## src/rtl/neokeon_data_out_serializer.sv

```systemverilog
// Serializes a captured 128-bit Neokeon output block into WORD_W-bit words over
// a valid/ready stream; flags blocks that arrive while a transfer is pending.
module neokeon_data_out_serializer #(
  parameter int WORD_W    = 32,
  parameter bit MSB_FIRST = 1'b1
) (
  input  logic              inClk,
  input  logic              inRst,
  input  logic              inLoad,
  input  logic [127:0]      inData,
  output logic [WORD_W-1:0] outWord,
  output logic              outValid,
  input  logic              inReady,
  output logic              outLast,
  output logic              outBusy,
  output logic              outOverrun,
  input  logic              inClrErr
);

  localparam int N  = 128 / WORD_W;
  localparam int CW = $clog2(N);

  typedef enum logic [0:0] {
    IDLE = 1'b0,
    SEND = 1'b1
  } state_t;

  state_t          r_state;
  logic [127:0]    r_shift;
  logic [CW-1:0]   r_cnt;

  state_t          w_state_nxt;
  logic [127:0]    w_shift_nxt;
  logic [CW-1:0]   w_cnt_nxt;
  logic            w_xfer;
  logic            w_final_xfer;
  logic            w_set_ovr;
  logic            w_ovr_nxt;
  logic [WORD_W-1:0] w_lead_nxt;

  assign w_xfer       = (r_state == SEND) && inReady;
  assign w_final_xfer = w_xfer && (r_cnt == '0);

  // Next-state, shift register and counter update.
  always_comb begin
    w_state_nxt = r_state;
    w_shift_nxt = r_shift;
    w_cnt_nxt   = r_cnt;
    w_set_ovr   = 1'b0;
    case (r_state)
      IDLE: begin
        if (inLoad) begin
          w_shift_nxt = inData;
          w_cnt_nxt   = CW'(N - 1);
          w_state_nxt = SEND;
        end else begin
          w_state_nxt = IDLE;
        end
      end
      SEND: begin
        if (w_final_xfer) begin
          if (inLoad) begin
            w_shift_nxt = inData;
            w_cnt_nxt   = CW'(N - 1);
            w_state_nxt = SEND;
          end else begin
            w_state_nxt = IDLE;
          end
        end else if (w_xfer) begin
          w_shift_nxt = MSB_FIRST ? (r_shift << WORD_W) : (r_shift >> WORD_W);
          w_cnt_nxt   = r_cnt - CW'(1);
        end else begin
          w_state_nxt = SEND;
        end
        // Any load in SEND that is not the back-to-back slot is dropped.
        if (inLoad && !w_final_xfer) begin
          w_set_ovr = 1'b1;
        end else begin
          w_set_ovr = 1'b0;
        end
      end
      default: begin
        w_state_nxt = IDLE;
      end
    endcase
  end

  // Outputs are registered from next-state values so they align with the state.
  always_comb begin
    w_lead_nxt = MSB_FIRST ? w_shift_nxt[127 -: WORD_W] : w_shift_nxt[WORD_W-1:0];
    w_ovr_nxt  = w_set_ovr | (outOverrun & ~inClrErr);
  end

  // State, datapath and registered outputs with synchronous reset.
  always_ff @(posedge inClk) begin
    if (inRst) begin
      r_state    <= IDLE;
      r_shift    <= '0;
      r_cnt      <= '0;
      outWord    <= '0;
      outValid   <= 1'b0;
      outLast    <= 1'b0;
      outBusy    <= 1'b0;
      outOverrun <= 1'b0;
    end else begin
      r_state    <= w_state_nxt;
      r_shift    <= w_shift_nxt;
      r_cnt      <= w_cnt_nxt;
      outWord    <= (w_state_nxt == SEND) ? w_lead_nxt : '0;
      outValid   <= (w_state_nxt == SEND);
      outBusy    <= (w_state_nxt == SEND);
      outLast    <= (w_state_nxt == SEND) && (w_cnt_nxt == '0);
      outOverrun <= w_ovr_nxt;
    end
  end

endmodule
```

## config.mk

```make
export PLATFORM = sky130hd
export DESIGN_NAME = neokeon_data_out_serializer
export DESIGN_NICKNAME = d
export VERILOG_FILES = /design/src/rtl/neokeon_data_out_serializer.sv
export SDC_FILE = /design/constraint.sdc
export NUM_CORES = 1
export LEC_CHECK = 0
export BUFFER_PORTS_ARGS = -buffer_cell sky130_fd_sc_hd__clkbuf_2
export CAP_MARGIN = 20
export CORE_MARGIN = 2
export CORE_UTILIZATION = 54
export DETAILED_ROUTE_END_ITERATION = 10
export PLACE_DENSITY_LB_ADDON = 0.08
export SLEW_MARGIN = 10
export SYNTH_ARGS = -nofsm -noshare
export SYNTH_HDL_FRONTEND = slang
export SYNTH_SLANG_ARGS = --single-unit
```

## constraint.sdc

```tcl
create_clock -name inClk -period 2 [get_ports inClk]
set_input_delay 0.3 -clock inClk [delete_from_list [all_inputs] [get_ports inClk]]
set_output_delay 0.3 -clock inClk [all_outputs]
set_load 0.01 [all_outputs]
```

; ---- After elaboration in Yosys (flattened, before gate mapping)
; Index checks and enable logic that the tools add are counted.
[totals]
register_bits = 165
out_inout_bits = 36
wordCells = 35
[op_classes]
addsub = 1
eq_ne = 1
mux = 13
bitwise = 5
n_reduce_logical = 8
[op_table]
columns = cell, count
row1 = 2-to-1 mux 128 bit, 3
row2 = case mux 128 bit (2 select lines), 1
row3 = 2-to-1 mux 2 bit, 3
row4 = logical AND 1 bit, 4
row5 = logical NOT 2 bit, 2
row6 = 2-to-1 mux 1 bit, 4
row7 = case mux 2 bit (2 select lines), 1
row8 = inequality test 3 x 1 -> 1 bit (second input constant), 1
row9 = NOT 1 bit, 3
row10 = case mux 1 bit (2 select lines), 1
row11 = OR reduction 2 bit, 1
row12 = subtractor 2 x 1 -> 2 bit (second input constant), 1
row13 = AND 1 bit, 1
row14 = logical NOT 1 bit, 1
row15 = OR 1 bit, 1

; ---- Depth between registers and ports, before layout
; Gate-level depths: netlist of the first run.
[depth]
ltp_word = 7
mapped_depth = 8

; ---- Least setup slack after synthesis of the first run
; No wires, ideal clock.
[synth_timing]
path_kind = register to register
from = register r_cnt[0]
to = register r_shift[10]
arrival_time_ps = 1556
required_ps = 1883
setup_slack_ps = 327
stages_incl_launch_ff = 9
n_path_buf = 3
cell_sequence = dfxtp_1 > inv_1 > ha_1 > buf_2 > nand2b_1 > buf_2 > a22o_4 > buf_6 > a22o_1
[synth_via]
elab_chain_len = 4
word_cells_on_any_way = 5
classes_between = eq/ne: 1 / mux: 2 / reduce/logical: 2
[synth_lines]
columns = item, line_no
row1 = from (decl), 30  ; logic [CW-1:0] r_cnt;
row2 = from (signal assigned), 108  ; r_cnt <= w_cnt_nxt;
row3 = logical NOT 2 bit *, 42  ; assign w_final_xfer = w_xfer && (r_cnt == '0);
row4 = logical AND 1 bit *, 42
row5 = 2-to-1 mux 128 bit, 61  ; if (w_final_xfer) begin
row6 = case mux 128 bit (2 select lines), 50  ; case (r_state)
row7 = to (signal assigned), 107  ; r_shift <= w_shift_nxt;
row8 = to (decl), 29  ; logic [127:0] r_shift;
; Every way passes the cells marked *; elsewhere a longest branch is shown, timed or not.
; A chain may end at the register's enable or synchronous reset.

; ---- Final worst setup path of the first run
[layout_timing]
from = register r_cnt[0]
to = register r_shift[116]
[layout_via]
elab_chain_len = 4
[layout_lines]
columns = item, line_no
row1 = logical NOT 2 bit, 42
row2 = logical AND 1 bit, 42
row3 = 2-to-1 mux 128 bit, 61
row4 = case mux 128 bit (2 select lines), 50
; No other way between the ends.

==> out/qor.yml, run 1 <==
min_path:
  hp-class: "in2reg"
  hp-start: "inData[16]"
floorplan:
  die_y_um: 122
  num_rows: 43
  core_um2: 13800
  pin_count: 169
  initial_utilization_pct: 55.1
  dieWidth_um: 122
  dieArea_um2: 15000
sta:
  slew_headroom_pct: 61.1
  hold_violations: 0
  slew_violations: 0
  fmax_ghz: 0.559
  layout_min_cycle_time_ns: 1.79
  rsz0062_at_grt: "no"
  setup_tns_ns: 0
  finalClockSkew_ns: 0.0100
  worstMarginPinSlew_ns: 0.584
  setup_viol: 0
  finalCritPeriodShare_pct: 89.5
  layout_setup_ws_ns: 0.210
pwr:
  leakagePower_nw: 3.81
  peakVddDrop_mv: 0.546
  p_per_area_nw_per_um2: 948
routing:
  wl_met1_um: 9450
  drtIter0Drc: 682
  wl_met2_um: 9250
  drt-pass1-iter-count: 5
  wl_um: 20500
  antenna_left: 0
  route.detailed.drc: 0
  routed-via-count: 6672
  viasPerCell: 5.90
  wl_met3_um: 1210
  topRoutingLayerUsed: "met4"
  wire_per_inst_um: 18.1
setup_path:
  critPathArrivalTime_ns: 2.14
  crit_path_start_kind: "flip-flop"
  cp-end-kind: "flip-flop"
  critical_path.max_fanout: 32
  required_ns: 2.35
  path_class: "reg2reg"
  r2r-start: "r_cnt[0]"
  critPathLaunch: "r_cnt[0]"
placed_design:
  routabilityCongestion: 0.841
  dp_hpwl_um: 14100
  placed_area_um2: 8520
  dp_slack_ns: 0.230
  port_buffers: 168
  dp_cells: 1099
yosys:
  ys.flop_type: "dfxtp_1"
  syn-num-nets: 939
  synthArstFlopShare_pct: 0
  synth.most_common_cell: "dfxtp_1"
  synth_seq_cells: 165
  synth-edff-count: 0
  ys_top_cells_by_count: "dfxtp_1, nor2_1, nand2_1"
  yosysWarnings: 0
  synthCells: 805
  synth.cell_area_um2: 7580
  seq_area_frac_synth_pct: 43.6
  synthTopCellsByArea: "dfxtp_1, o2111a_1, o221a_1"
  synth_area_per_cell_um2: 9.42
  synth_top_area_cell: "dfxtp_1"
  yosysTopAreaCellShare_pct: 43.6
  ys_types: 40
clock_tree:
  cts.reportedPaths.clkPinSlew_ns: 0.06
  cts_buffers: 17
  htreeDepth: 4
  worstSkewPairLatency_ns: 0.43
  ctsResizeCount: 0
  cts_hold_buf: 0
  clockRootBuffer: "clkbuf_16"
  cts_sinks: 165
  cts_buffer_depth: 2
  tritoncts: "built"
  post-cts-setup-buffer-count: 0
global_routing:
  grt_max_degree: 80
  antenna_found_initial: 0
  grt.total_usage_pct: 27.4
  globalRouteOverflowTotal: 0
  grt_pass1_wl_um: 32100
  grt_pass1_vias: 6234
run:
  cap_violations: 0
final_layout:
  multiInputGateArea_um2: 3850
  drive_gt1_share_pct: 25.3
  final_nets: 1072
  fillers: 1198
  seq_area_um2: 3300
  post_layout_nonfiller_instances: 1130
  syn2layout_area_growth_pct: 20.6
  diodes: 0
  fin_area_um2: 9150
outcome:
  outcome: "finished, final reports clean"
[sequential cells by signal, indices dropped and copies added, names as in the netlist]
signal / count
r_shift: 128
r_state: 1
outOverrun: 1
outLast: 1
outWord: 32
r_cnt: 2
[layer usage]
layer,vias up,track usage [%]
met5,-,0
met1,3163,37.5
met4,0,11.2
met2,231,41.6
met3,27,6.27
li1,3251,-
[placed cells by master, fill, tap and decap left out, types with 2 or more instances in the layout]
cell,instances
clkbuf_16,17
nor2b_1,33
bufinv_16,4
mux2i_1,20
o2111a_1,44
nand2b_1,33
or3_1,44
o22ai_1,14
or3b_1,7
dfxtp_1,164
o221a_1,31
nor2_1,49
a2bb2oi_1,14
a22o_1,32
clkinvlp_4,6
o21ai_1,42
a21oi_1,40
inv_1,4
o311ai_1,6
nor3b_1,44
clkbuf_2,166
buf_12,4
buf_4,28
o21ai_0,2
nand2_1,47
a21boi_1,32
nor2b_2,2
inv_2,2
[stage by stage]
stage / hold slack, ns / power, mW / util (%)
after global placement: 0.437 / 5.22 / 61.9
after detailed placement: 0.461 / 5.27 / 61.9
final: 0.0784 / 8.67 / 66.4
after global routing: 0.0614 / 8.99 / 66.4
after floorplan: 0.372 / 4.77 / -
after CTS: 0.0642 / 8.70 / 66.4
[cell type report]
class	instances	share of cell area [%]
flip-flops and latches	165	36.1
multi-input cells	550	42.1
repair buffers	198	12.3
inverters	6	0.246
clock buffers	19	4.84
clock inverters	12	1.96
well taps	180	2.46
[cells by family (layout without fill, tap and decap cells)]
family                   Yosys count  count (layout)  share of synthesized area, %
AO/OA/AOI/OAI                    265             265                          28.2
adder cells (fa/ha/maj)            1               1                         0.165
flip-flops                       165             165                          43.6
multiplexers                      20              20                          2.64
buffers and inverters             90             235                          5.82
AND/OR/NAND/NOR                  264             264                          19.6
[critical path, cell delays in order, from the launching register on]
cell	delay, ns
dfxtp_1	0.33
inv_1	0.09
ha_2	0.28
nand2b_2	0.21
buf_4	0.35
o221a_1	0.26
a21boi_1	0.19
[worst paths after layout]
kind                            slack [ns]  depth (start not counted)            to
worst max-delay path                  0.21                          6  r_shift[116]
worst max register to register        0.21                          6  r_shift[116]
worst min register to register        0.47                          2  r_shift[105]
worst min-delay path                  0.08                          2   r_shift[16]
[power breakdown]
group	total, mW	internal [mW]	switching [mW]	leakage, nW
clock	3.45	2.12	1.33	0.284
combinational	1.45	0.684	0.764	2.16
sequential	3.77	3.58	0.192	1.37
total	8.67	6.38	2.29	3.81
Note: power is estimated with default switching activity, not from simulation.
==> run 2, diff against run 1 <==
==> constraint.sdc (replaced) <==
create_clock -name inClk -period 1.85 [get_ports inClk]
set_input_delay 0.2775 -clock inClk [delete_from_list [all_inputs] [get_ports inClk]]
set_output_delay 0.2775 -clock inClk [all_outputs]
set_load 0.01 [all_outputs]
==> out/qor.yml, run 2 (same netlist as run 1, synthesis figures left out) <==
outcome:
  outcome: "finished, final reports clean"
routing:
  wl_um: 20700
  viasPerCell: 5.94
  routed-via-count: 6732
  route.detailed.drc: 0
  antenna_left: 0
  drtIter0Drc: 501
  wire_per_inst_um: 18.3
  drt-pass1-iter-count: 5
final_layout:
  final_cell_mix: "clkbuf_2, dfxtp_1, nor2_1, nand2_1"
  utilization_pct: 66.9
  final_common_cell: "clkbuf_2"
  fin_area_um2: 9210
  reg_top3: "r_shift: 128 flops, outWord: 32 flops, r_cnt: 2 flops"
  final_nets: 1076
  top_register: "r_shift"
  drive_gt1_share_pct: 25.5
  largest_register_ffs: 128
  diodes: 0
  syn2layout_area_growth_pct: 21.5
floorplan:
  dieArea_um2: 15000
  pin_count: 169
  die_y_um: 122
  initial_utilization_pct: 55.1
  core_um2: 13800
  num_rows: 43
  dieWidth_um: 122
sta:
  finalCritPeriodShare_pct: 94.6
  setup_tns_ns: 0
  fmax_ghz: 0.571
  hold_violations: 0
  rsz0062_at_grt: "no"
  slew_violations: 0
  setup_viol: 0
  finalClockSkew_ns: 0.0172
  worstMarginPinSlew_ns: 0.519
  slew_headroom_pct: 65.4
  layout_min_cycle_time_ns: 1.75
global_routing:
  grtUsageMet2_pct: 42.8
  grt-busiest-layer: "met2"
  grt_pass1_wl_um: 32300
  global_route.usage.met1_pct: 37.2
  globalRouteOverflowTotal: 0
  antenna_found_initial: 0
  grt.total_usage_pct: 27.9
  use_met3_pct: 6.46
  grt_pass1_vias: 6303
  grt_max_degree: 77
clock_tree:
  cts_sinks: 165
  htreeDepth: 4
  cts.reportedPaths.clkPinSlew_ns: 0.06
  clockRootBuffer: "clkbuf_16"
  worstSkewPairLatency_ns: 0.44
  cts_buffers: 17
  cts_hold_buf: 0
  cts_buffer_depth: 2
  tritoncts: "built"
setup_path:
  cp_common_cell: "buf_4"
  slowest_stage: "nor3b_1"
  r2r_end: "r_shift[64]"
  slowest_delay_ns: 0.36
  reg2regPathDepth: 7
  path_buf_inv: 3
  rrSetupSlack_ns: 0.1
  r2r-start: "r_cnt[0]"
  required_ns: 2.17
  crit_path_start_kind: "flip-flop"
  cp-end-kind: "flip-flop"
  critPathArrivalTime_ns: 2.07
  crit_family: "buffers and inverters"
  critical_path.max_fanout: 20
  path_class: "reg2reg"
  path_cells: "inv_1 > ha_2 > buf_4 > nor3b_1 > buf_4 > o21ai_1 > o2111a_1"
placed_design:
  dp_hpwl_um: 14400
  port_buffers: 168
  placed_area_um2: 8600
  routabilityCongestion: 0.866
min_path:
  min_path_cells: 2
  holdPathEnd: "r_shift[10]"
  hp-start: "inData[10]"
  hp-class: "in2reg"
pwr:
  comb_power_share_pct: 17.0
  p_total_mw: 9.32
  clkPwrFrac_pct: 39.2
  peakVddDrop_mv: 0.581
  seqPwrFrac_pct: 43.8
  p_per_area_nw_per_um2: 1010
  switching_power_mw: 2.42
  leakagePower_nw: 3.87
  p_int_mw: 6.90
  switching_share_pct: 26.0
run:
  cap_violations: 0
## run 2: changes by cell type in the layout (fill, tap and decap cells not counted), sizes merged
cell / change
inv: -1
buf: +4
clkinv: +5
clkinvlp: -5
clkbuf: +1
## run 2: worst register-to-register path, stage by stage (launching register included)
cell and delay (ns):
dfxtp_1 0.35, inv_1 0.07, ha_2 0.25, buf_4 0.22
nor3b_1 0.36, buf_4 0.19, o21ai_1 0.06, o2111a_1 0.15
## run 2: worst max-delay path by stage
stage	start	to	slack, ns	depth (start not counted)
after global placement	r_cnt[0]	r_shift[64]	0.15	7
after global routing	r_cnt[0]	r_shift[64]	0.04	7
after detailed placement	r_cnt[0]	r_shift[64]	0.11	7
after floorplan	r_cnt[0]	r_shift[10]	0.18	8
after CTS	r_cnt[0]	r_shift[64]	0.1	7
final	r_cnt[0]	r_shift[64]	0.1	7
## run 2: what timing repair did
action,CTS,global route
endpoints found under the setup margin,0,3
buffers inserted,0,0
gates resized for setup,0,1
## run 2: layer usage
layer	wire length [µm]	vias to the layer above	share of wire, %
met5	0	-	0
met4	630	0	3.0
met3	1200	34	5.8
met2	9470	217	46
met1	9450	3216	46
li1	-	3265	-
## run 2: layout make-up
| cell class | count | area [µm²] |
|---|---|---|
| multi-input combinational | 550 | 3850 |
| clock inverter | 11 | 158 |
| inverter | 6 | 22.5 |
| tap | 180 | 225 |
| fill | 1144 | 4560 |
| clock buffer | 20 | 447 |
| timing repair buffer | 202 | 1200 |
| sequential | 165 | 3300 |
## run 2: power by group through the flow
stage	logic, mW	clock network (mW)	registers, mW
global route	1.74	3.85	4.12
CTS	1.58	3.70	4.08
finish	1.58	3.65	4.08
detailed placement	1.57	0	4.15
floorplan	1.05	0	4.10
global placement	1.53	0	4.14
## run 2: metrics by stage
stage / hold WS, ns / std cells / setup slack, ns
3_5_place_dp: 0.458 / 1103 / 0.114
5_1_grt: 0.0375 / 1134 / 0.0355
2_1_floorplan: 0.350 / 805 / 0.177
3_3_place_gp: 0.438 / 1103 / 0.154
6_report: 0.0485 / 1134 / 0.0999
4_1_cts: 0.0371 / 1134 / 0.0999
==> run 3, diff against run 2 <==
--- a/config.mk
+++ b/config.mk
@@ -8,8 +8,9 @@
 export BUFFER_PORTS_ARGS = -buffer_cell sky130_fd_sc_hd__clkbuf_2
 export CAP_MARGIN = 20
 export CORE_MARGIN = 2
-export CORE_UTILIZATION = 54
+export CORE_UTILIZATION = 40
 export DETAILED_ROUTE_END_ITERATION = 10
+export GPL_ROUTABILITY_DRIVEN = 0
 export PLACE_DENSITY_LB_ADDON = 0.08
 export SLEW_MARGIN = 10
 export SYNTH_ARGS = -nofsm -noshare
==> out/qor.yml, run 3 (same netlist as run 1, synthesis figures left out) <==
outcome:
  outcome: "finished, final reports clean"
setup_path:
  critPathLaunch: "r_cnt[0]"
  slowest_delay_ns: 0.48
  crit_cells: 5
  critical_path.max_fanout: 14
  r2r-start: "r_cnt[0]"
  crit_family: "simple AND/OR/NAND/NOR gates"
  rrSetupSlack_ns: 0.16
  worstSetupEndpoint: "r_shift[41]"
  required_ns: 2.14
  reg2regPathDepth: 5
  slowest_stage: "or2_1"
  critPathArrivalTime_ns: 1.98
  cp-end-kind: "flip-flop"
  path_cells: "inv_1 > ha_2 > a21boi_4 > or2_1 > o22ai_1"
  path_buf_inv: 1
  path_class: "reg2reg"
  r2r_end: "r_shift[41]"
  crit_path_start_kind: "flip-flop"
final_layout:
  diodes: 0
  post_layout_nonfiller_instances: 1185
  fin_area_um2: 9270
  syn2layout_area_growth_pct: 22.2
  top_register: "r_shift"
  final_nets: 1072
  reg_top3: "r_shift: 128 flops, outWord: 32 flops, r_cnt: 2 flops"
  final_cell_mix: "clkbuf_2, dfxtp_1, nor2_1, nand2_1"
  drive_gt1_share_pct: 25.3
  largest_register_ffs: 128
  final_common_cell: "clkbuf_2"
routing:
  antenna_left: 0
  route.detailed.drc: 0
  routed-via-count: 6737
  drtIter0Drc: 636
  drt-pass1-iter-count: 5
  wire_per_inst_um: 19.0
  viasPerCell: 5.69
  wl_um: 22600
min_path:
  hp-class: "in2reg"
  hp-start: "inData[10]"
floorplan:
  initial_utilization_pct: 40.7
  pin_count: 169
  die_y_um: 142
  dieWidth_um: 142
  num_rows: 50
  dieArea_um2: 20100
  core_um2: 18600
sta:
  holdWs_ns: 0.0510
  finalClockSkew_ns: 0.00631
  finalCritPeriodShare_pct: 91.1
  slew_violations: 0
  setup_viol: 0
  layout_min_cycle_time_ns: 1.69
  setup_tns_ns: 0
  rsz0062_at_grt: "no"
  slew_headroom_pct: 64.2
  fmax_ghz: 0.593
  worstMarginPinSlew_ns: 0.538
  hold_violations: 0
pwr:
  peakVddDrop_mv: 0.679
  p_per_area_nw_per_um2: 1040
  p_total_mw: 9.66
  leakagePower_nw: 3.84
placed_design:
  port_buffers: 168
  dp_hpwl_um: 16000
  placed_area_um2: 8590
  dp_cells: 1153
clock_tree:
  worstSkewPairLatency_ns: 0.43
  cts_hold_buf: 0
  cts_sinks: 165
  cts_buffers: 17
  htreeDepth: 4
  clockRootBuffer: "clkbuf_16"
  cts_buffer_depth: 2
  cts.reportedPaths.clkPinSlew_ns: 0.07
  tritoncts: "built"
global_routing:
  grt_max_degree: 60
  antenna_found_initial: 0
  grt_pass1_wl_um: 35400
  grt_pass1_vias: 6413
  grt.total_usage_pct: 22.6
  globalRouteOverflowTotal: 0
run:
  cap_violations: 0
[run 3: cell types whose count changed in the layout (fill, tap and decap cells not counted), sizes merged]
cell / change
bufinv: +1
clkbuf: +1
clkinvlp: +2
inv: +1
clkinv: -4
buf: -4
[run 3: where the power goes]
group          leakage, nW  switching [mW]  total (mW)  internal, mW
Clock                0.316            1.49        4.00          2.51
Sequential            1.37           0.215        4.09          3.87
Combinational         2.16           0.838        1.57         0.736
Total                 3.84            2.54        9.66          7.11
[run 3: what timing repair did]
item                                    in CTS  in global routing
setup buffers                                0                  0
endpoints found under the setup margin       0                 10
gates resized for setup                      0                  2
[run 3: worst reg2reg max path: cells and delay by family, from the launching register on]
family / cells / cell delay (ns)
adders and majority gates: 1 / 0.24
and+or+nand+nor: 1 / 0.48
buffers and inverters: 1 / 0.07
DFF: 1 / 0.35
AOI/OAI and AO/OA: 2 / 0.42
[run 3: final cells by class]
type / count / area, µm²
Sequential cell: 165 / 3300
Timing Repair Buffer: 198 / 1120
Clock buffer: 21 / 470
Clock inverter: 11 / 195
Tap cell: 234 / 293
Multi-Input combinational cell: 550 / 3860
Inverter: 6 / 22.5
Fill cell: 1772 / 9380
[run 3: worst min-delay path by stage]
stage	to	slack, ns	depth (start not counted)
after CTS	r_shift[10]	0.04	2
after floorplan	outOverrun	0.35	1
after global placement	r_shift[120]	0.45	2
after detailed placement	r_shift[120]	0.45	2
final	r_shift[10]	0.05	2
after global routing	r_shift[16]	0.04	2
[run 3: metrics by stage]
step,utilization (%),setup slack [ns]
6_report,49.7,0.165
5_1_grt,49.7,0.0285
4_1_cts,49.7,0.115
3_5_place_dp,46.1,0.152
3_3_place_gp,46.1,0.207
2_1_floorplan,-,0.177
[run 3: routing by layer]
| layer | up-vias | wire [µm] | global-route usage, % |
|---|---|---|---|
| met2 | 241 | 10400 | 35.7 |
| li1 | 3259 | - | - |
| met4 | 0 | 319 | 6.21 |
| met5 | - | 0 | 0 |
| met3 | 28 | 1350 | 4.52 |
| met1 | 3209 | 10400 | 31.5 |
